### src/rtl/leaf_router_nport.sv
// leaf_router_nport
//   Leaf router that joins one local GPU network interface to NUM_SPINES
//   spine links. Each input port has its own FIFO, and each output port has
//   one output register.
//   - Spine packets addressed to LOCAL_ADDR are forwarded to the local port.
//   - Spine packets with any other address are dropped and counted.
//   - Local packets addressed to LOCAL_ADDR loop back to the local port.
//   - Other local packets go up to one spine. The spine is picked from the
//     address bits (SPINE_SEL=0) or by round-robin (SPINE_SEL=1).
//
// Ports
//   ACLK, ARESET                      clock; synchronous active-high reset
//   local_in_data/valid/ready         packet stream from the NI
//   local_out_data/valid/ready        packet stream to the NI
//   spine_in_data/valid/ready         per-spine input streams;
//                                     port i uses [i*DATA_W +: DATA_W]
//   spine_out_data/valid/ready        per-spine output streams
//   drop_count                        filtered spine packets, saturating
module leaf_router_nport #(
    parameter int unsigned             DATA_W     = 16,
    parameter int unsigned             ADDR_W     = 6,
    parameter logic [ADDR_W-1:0]       LOCAL_ADDR = 6'b000100,
    parameter int unsigned             NUM_SPINES = 4,
    parameter int unsigned             FIFO_DEPTH = 4,
    parameter int unsigned             SPINE_SEL  = 0
) (
    input  logic                           ACLK,
    input  logic                           ARESET,
    input  logic [DATA_W-1:0]              local_in_data,
    input  logic                           local_in_valid,
    output logic                           local_in_ready,
    output logic [DATA_W-1:0]              local_out_data,
    output logic                           local_out_valid,
    input  logic                           local_out_ready,
    input  logic [NUM_SPINES*DATA_W-1:0]   spine_in_data,
    input  logic [NUM_SPINES-1:0]          spine_in_valid,
    output logic [NUM_SPINES-1:0]          spine_in_ready,
    output logic [NUM_SPINES*DATA_W-1:0]   spine_out_data,
    output logic [NUM_SPINES-1:0]          spine_out_valid,
    input  logic [NUM_SPINES-1:0]          spine_out_ready,
    output logic [15:0]                    drop_count
);

    // Input port 0 is the local port. Ports 1..NUM_SPINES are the spines.
    localparam int unsigned NP = NUM_SPINES + 1;
    localparam int unsigned SW = $clog2(NUM_SPINES);
    localparam int unsigned PW = $clog2(NP);
    localparam int unsigned AW = $clog2(FIFO_DEPTH);
    localparam int unsigned CW = AW + 1;

    // ---------------- input FIFOs ----------------
    logic [DATA_W-1:0] mem [NP][FIFO_DEPTH];
    logic [AW-1:0]     wr_ptr [NP];
    logic [AW-1:0]     rd_ptr [NP];
    logic [CW-1:0]     count  [NP];

    logic [DATA_W-1:0] in_data   [NP];
    logic [DATA_W-1:0] head_data [NP];
    logic [NP-1:0]     in_valid, in_ready, push, pop, head_valid, head_local;

    always_comb begin
        in_data[0] = local_in_data;
        for (int unsigned i = 0; i < NUM_SPINES; i++) begin
            in_data[i+1] = spine_in_data[i*DATA_W +: DATA_W];
        end
    end

    assign in_valid = {spine_in_valid, local_in_valid};

    always_comb begin
        in_ready   = '0;
        head_valid = '0;
        head_local = '0;
        for (int unsigned p = 0; p < NP; p++) begin
            // ready follows only the registered count, so a pop in the
            // same cycle does not free space for a push.
            in_ready[p]   = !ARESET && (count[p] != CW'(FIFO_DEPTH));
            head_data[p]  = mem[p][rd_ptr[p]];
            head_valid[p] = (count[p] != '0);
            head_local[p] = (head_data[p][DATA_W-1 -: ADDR_W] == LOCAL_ADDR);
        end
    end

    assign push           = in_valid & in_ready;
    assign local_in_ready = in_ready[0];
    assign spine_in_ready = in_ready[NP-1:1];

    always_ff @(posedge ACLK) begin
        for (int unsigned p = 0; p < NP; p++) begin
            if (push[p]) begin
                mem[p][wr_ptr[p]] <= in_data[p];
            end
        end
    end

    always_ff @(posedge ACLK) begin
        if (ARESET) begin
            for (int unsigned p = 0; p < NP; p++) begin
                wr_ptr[p] <= '0;
                rd_ptr[p] <= '0;
                count[p]  <= '0;
            end
        end else begin
            for (int unsigned p = 0; p < NP; p++) begin
                if (push[p]) wr_ptr[p] <= wr_ptr[p] + 1'b1;
                if (pop[p])  rd_ptr[p] <= rd_ptr[p] + 1'b1;
                case ({push[p], pop[p]})
                    2'b10:   count[p] <= count[p] + 1'b1;
                    2'b01:   count[p] <= count[p] - 1'b1;
                    default: count[p] <= count[p];
                endcase
            end
        end
    end

    // ---------------- routing decisions ----------------
    logic [SW-1:0]         rr_spine;
    logic [SW-1:0]         up_target;
    logic [NUM_SPINES-1:0] spine_ok;
    logic                  up_load;
    logic [NUM_SPINES-1:0] drops;
    logic [NP-1:0]         req;

    assign spine_ok  = ~spine_out_valid | spine_out_ready;
    assign up_target = (SPINE_SEL == 1) ? rr_spine
                                        : head_data[0][DATA_W-ADDR_W +: SW];
    // A non-local local packet waits at the head until its spine can load.
    assign up_load   = head_valid[0] && !head_local[0] && spine_ok[up_target];
    assign req       = head_valid & head_local;
    assign drops     = head_valid[NP-1:1] & ~head_local[NP-1:1];

    // ---------------- local_out round-robin arbiter ----------------
    logic [PW-1:0] arb_ptr;
    logic [PW-1:0] grant_idx;
    logic          grant_valid;
    logic          local_load;

    always_comb begin
        int unsigned idx;
        grant_valid = 1'b0;
        grant_idx   = '0;
        idx         = 0;
        // Search starts at arb_ptr. The first requester found wins.
        for (int unsigned k = 0; k < NP; k++) begin
            idx = (int'(arb_ptr) + k) % NP;
            if (!grant_valid && req[idx]) begin
                grant_valid = 1'b1;
                grant_idx   = PW'(idx);
            end
        end
    end

    assign local_load = grant_valid && (!local_out_valid || local_out_ready);

    always_comb begin
        pop    = '0;
        pop[0] = up_load;
        for (int unsigned i = 0; i < NUM_SPINES; i++) begin
            pop[i+1] = drops[i];
        end
        if (local_load) pop[grant_idx] = 1'b1;
    end

    // ---------------- output registers and counters ----------------
    logic [16:0] drop_sum;

    assign drop_sum = {1'b0, drop_count} + 17'($countones(drops));

    always_ff @(posedge ACLK) begin
        if (ARESET) begin
            local_out_data  <= '0;
            local_out_valid <= 1'b0;
            spine_out_data  <= '0;
            spine_out_valid <= '0;
            arb_ptr         <= '0;
            rr_spine        <= '0;
            drop_count      <= '0;
        end else begin
            if (local_load) begin
                local_out_data  <= head_data[grant_idx];
                local_out_valid <= 1'b1;
                arb_ptr         <= (grant_idx == PW'(NP - 1)) ? '0 : grant_idx + 1'b1;
            end else if (local_out_ready) begin
                local_out_valid <= 1'b0;
            end

            for (int unsigned i = 0; i < NUM_SPINES; i++) begin
                if (up_load && (up_target == SW'(i))) begin
                    spine_out_data[i*DATA_W +: DATA_W] <= head_data[0];
                    spine_out_valid[i]                 <= 1'b1;
                end else if (spine_out_ready[i]) begin
                    spine_out_valid[i] <= 1'b0;
                end
            end

            // NUM_SPINES is a power of two, so rr_spine wraps naturally.
            if (up_load && (SPINE_SEL == 1)) rr_spine <= rr_spine + 1'b1;

            drop_count <= drop_sum[16] ? 16'hFFFF : drop_sum[15:0];
        end
    end

endmodule

### config.mk
export PLATFORM = sky130hd
export DESIGN_NAME = leaf_router_nport
export DESIGN_NICKNAME = d
export VERILOG_FILES = /design/src/rtl/leaf_router_nport.sv
export SDC_FILE = /design/constraint.sdc
export NUM_CORES = 1
export LEC_CHECK = 0
export ABC_AREA = 1
export CORE_MARGIN = 3
export CORE_UTILIZATION = 64
export CTS_BUF_LIST = sky130_fd_sc_hd__clkbuf_2
export DETAILED_ROUTE_END_ITERATION = 10
export PLACE_DENSITY = 0.88
export SKIP_LAST_GASP = 1
export SLEW_MARGIN = 10
export SYNTH_ARGS = -nofsm -noshare
export SYNTH_HDL_FRONTEND = slang
export SYNTH_SLANG_ARGS = --single-unit
### constraint.sdc
create_clock -name ACLK -period 7.95 [get_ports ACLK]
set_input_delay 1.59 -clock ACLK [delete_from_list [all_inputs] [get_ports ACLK]]
set_output_delay 1.59 -clock ACLK [all_outputs]
set_load 0.01 [all_outputs]
---- Word level (Yosys, flattened, before mapping) ----
Memory sizes are Yosys's and may differ from the RTL's.
Index checks and enable logic that the tools add are counted.
cells by class
  $add $sub $neg .......................... 29
  divide/modulo/power cells ............... 5
  order comparisons ....................... 24
  eq/ne operators ......................... 24
  muxes and demuxes ....................... 172
  bitwise operators ....................... 43
  reductions and logical operators ........ 46
operator list
  kind                                                                            count
  64-bit two-way mux                                                              5
  16-bit two-way mux                                                              18
  16-bit binary-select mux with 2-bit select                                      5
  16-bit demux with 2-bit select                                                  5
  32-bit by 4-bit less-than comparator with 1-bit output (second input constant)  5
  32-bit by 3-bit remainder unit with 32-bit output (second input constant)       4
  1-bit two-way mux                                                               99
  3-bit two-way mux                                                               21
  16-bit binary-select mux with 3-bit select                                      1
  3-bit by 3-bit remainder unit with 32-bit output (second input constant)        1
  6-bit by 3-bit == test with 1-bit output (second input constant)                5
  3-bit greater-or-equal comparator (second input constant)                       10
  2-bit inverter with 3-bit output                                                10
  1-bit OR                                                                        25
  1-bit logical AND                                                               22
  2-bit by 1-bit adder with 2-bit output (second input constant)                  10
  2-bit two-way mux                                                               10
  3-bit by 1-bit adder with 3-bit output (second input constant)                  6
  16-bit by 3-bit adder with 17-bit output                                        1
  1-bit binary-select mux with 3-bit select                                       5
  3-bit by 1-bit less-than comparator with 1-bit output (second input constant)   5
  3-bit != test (second input constant)                                           5
  3-bit nonzero test                                                              5
  3-bit by 1-bit subtractor with 3-bit output (second input constant)             5
  26 further kinds                                                                55
storage, ports and cells
  register bits ........................... 104
  RAM bits ................................ 355
  bits of input ports ..................... 92
  memories ................................ 4
memory list
  memory  words  bits a word  read ports  clocked after memory_dff  wr ports  line  source
  mem     5      64           5           0                         5         52    logic [DATA_W-1:0] mem [NP][FIFO_DEPTH];
  count   5      3            5           0                         5         55    logic [CW-1:0] count [NP];
  rd_ptr  5      2            5           0                         5         54    logic [AW-1:0] rd_ptr [NP];
  wr_ptr  5      2            5           0                         5         53    logic [AW-1:0] wr_ptr [NP];

---- Depth between registers and ports, before layout ----
  word-level depth ........................ 34
  gate-level depth with buffers ........... 36

---- Worst setup path before layout ----
No wires, ideal clock.
  kind .................................... reg-to-reg
  start point ............................. register arb_ptr[0]
  end point ............................... memory count[2][2] (netlist bit), data pin
  arrival ................................. 4.674 ns
  data required time ...................... 7.680 ns
  path slack .............................. 3.006 ns
  cell stages (with the launch flop) ...... 34
  path through ............................ dfxtp_1 -> buf_4 -> inv_1 -> ha_1 -> inv_1 -> ha_1 -> inv_1 -> ha_1 -> inv_1 -> ha_1 -> nor3b_1 -> o21ai_0 -> nand2_1 -> nand3_1 -> nand2_2 -> nand2_1 -> nand3_1 -> nand2_1 -> nand2_1 -> nand2_2 -> nor2_4 -> nand2_2 -> clkinv_2 -> nand2_2 -> nand2_2 -> nand2_2 -> o21ai_2 -> inv_1 -> ha_1 -> o41ai_1 -> nand3_1 -> nor2_1 -> clkbuf_1 -> a21oi_1
RTL lines
  what                      line  source
  start: declaration        133   logic [PW-1:0] arb_ptr;
  start signal: assignment  182   arb_ptr <= (grant_idx == PW'(NP - 1)) ? '0 : grant_idx + 1'b1;
  end: declaration          55

==> results.txt <==
CTS sink cnt = 459
Worst stage delay on the critical path = 690 ps
Class of the most critical setup path = reg -> reg
Syn Nets = 2095
Synthesized area per cell = 10.4 um^2
CP most frequent cell = nand2_2
Layout area overhead = 15.7%
FMAX = 155 MHz
Combinational power share = 50.9%
Port Buffer Count = 197
Min Clock Period, post-route = 6470 ps
Largest net degree at the start of global routing = 99
Slew margin rel. = 11.0%
Final Max Slew Viols = 0
Peak VDD IR = 294 uV
Root Driver = clkbuf_2
Resized cells post-CTS = 0
Die width = 184 um
Clock power share = 15.5%
Total Wirelength = 50.9 mm
Die area = 33800 um^2
Setup violators final = 0
Int Power = 0.00531 W
Core area = 30900 um^2
Seq/Total Area, Yosys = 62.9%
Pwr dens = 422 nW/um^2
Psw = 0.00459 W
Share of the synthesized area in the top cell type = 52.7%
Yosys warns = 0
Initial drt markers = 1661
Synth Instances = 1945
Outcome = finished clean
Hold-fix buffers, CTS = 0
Register bit total from synthesis = 459
Global route overflow = 0
Detailed Place HPWL = 34.6 mm
Wirelength per Cell = 19.1 um
CP max FO = 14
Top cells by area, synth = edfxtp_1 53%, dfxtp_1 10%, nand2_1 7.2%
Yosys top cell by area = edfxtp_1
GRT Resource Usage Total = 29.9%
CTS tree = done
Hold crit path type = reg -> reg
Final hold violations = 0
Routed Antenna Nets = 0
Post-synth top flop = edfxtp_1
CTS buffer count = 110
Layout cell share with drive strength beyond 1 = 13.2%
Leak pwr = 9.23 nW
Final nets = 2330
Vias per Instance = 5.77
CP endpoint kind = flip-flop
Sw Share = 46.3%
Initial antenna violation count = 2
Worst Path Arrival = 7170 ps
Post-synth cell types = 51
Remaining DRCs = 0
Ports = 198
Tcrit/Tclk final = 81.4%
Via count = 15300
Cell Rows = 64
Clock slew at reported path FFs = 110 ps
Later-pin clock latency in the skew report = 1020 ps
Worst-Margin Slew = 1330 ps
First-pass GRT wire length = 79.4 mm
Total of max-cap violations = 0
Pre-CTS setup slack = 1620 ps
Final TNS setup = 0 ps
DR pass1 iterations = 8
Most frequent cells in the layout = 386 x nand2_1, 355 x edfxtp_1, 196 x clkdlybuf4s50_1
Async set-or-reset flop fraction in the synthesized netlist = 0%
Flop pwr share = 33.6%
Commonest non-fill, non-tap cell in the layout = nand2_1
EDFF count, synth = 355
Post-route setup slack = 1480 ps
Setup bufs post-CTS = 0
Mapped cell area = 20200 um^2
Clock Path Buffers = 3
Startpoint Class = flip-flop
RSZ-0062 raised after global routing = no
H-tree Lvls = 3
CP max-delay cell = dfxtp_1
Die Height = 184 um
Initial Utilization = 65.5%
Vias in the first global route = 15400
GPL Wtd Cong = 0.923
Clock Skew = 107 ps
Worst path required time = 8650 ps
registers in the layout, indices dropped and copies added, names as in the netlist:
| register | cells |
|---|---|
| spine_out_data | 64 |
| rd_ptr | 10 |
| drop_count | 16 |
| arb_ptr | 3 |
| spine_out_valid | 4 |
| count | 15 |
| local_out_data | 16 |
| wr_ptr | 10 |
| local_out_valid | 1 |
| mem | 320 |
layout make-up:
cell class	instances	area [um^2]
fillers	2034	7480
well taps	396	495
flip-flops and latches	459	12700
clock buffers	171	856
clock inverters	22	140
inverters	189	713
diodes	2	5.00
repair buffers	210	2060
multi-input cells	1210	6410
layer usage:
metal / wire (um) / share of wire (%) / track usage (%)
met5: 0 / 0 / 0
met4: 2020 / 4.0 / 13.7
met3: 4470 / 8.8 / 6.85
met2: 24600 / 48 / 48.5
met1: 19700 / 39 / 38.7
critical path, delay by kind of cell (launching register included):
family | cells | cell delay (ps)
flops | 1 | 690
fa+ha+maj | 5 | 1290
compound gates | 4 | 790
simple gates | 18 | 2620
buf+inv | 6 | 730
power by group through the flow:
stage | Clock (W) | Sequential [W] | Combinational [W]
6_report | 0.00154 | 0.00332 | 0.00504
4_1_cts | 0.00156 | 0.00332 | 0.00496
5_1_grt | 0.00169 | 0.00336 | 0.00554
3_5_place_dp | 0 | 0.00337 | 0.00492
2_1_floorplan | 0 | 0.00335 | 0.00342
3_3_place_gp | 0 | 0.00334 | 0.00469
stage by stage:
stage	instances	hold WS (ps)	power, W	cell area [um^2]	utilization, %
floorplan	1945	464	0.00677	20200	-
global placement	2464	430	0.00804	22400	72.6
detailed placement	2464	434	0.00829	22400	72.6
CTS	2657	449	0.00983	23400	75.8
global route	2659	466	0.0106	23400	75.8
finish	2659	444	0.00990	23400	75.8
worst paths after layout:
path	slack, ps	from	cells past startpoint	end
setup / recovery	1480	arb_ptr[0]	33	count[4][2]
hold / removal	440	local_out_data[14]	2	local_out_data[14]
setup reg to reg	1480	arb_ptr[0]	33	count[4][2]
hold reg to reg	440	local_out_data[14]	2	local_out_data[14]
logic make-up (layout without fill, tap and decap cells):
kind of cell	Yosys count	in the layout	share of synthesized area [%]
fa+ha+maj	58	58	3.84
buf+inv	276	592	5.62
flops	459	459	62.9
compound gates	362	362	10.1
other cells	0	2	0
xor+xnor	21	21	0.946
simple gates	769	769	16.6
cells in the mapped netlist (all sizes together) (2+ instances only):
cell      n
a32oi    10
edfxtp  355
clkbuf   58
dfxtp   104
ha       51
fa        7
o211ai    7
nand3b    2
a21oi   116
clkinv    3
buf      29
nand3   143
or2       5
o22ai    32
nand4    12
nor3      9
o21ai   173
nor2    190
nand2   407
a31oi     9
a32o     10
inv     186
xnor2    13
xor2      8
(Power assumes the default switching activity.)
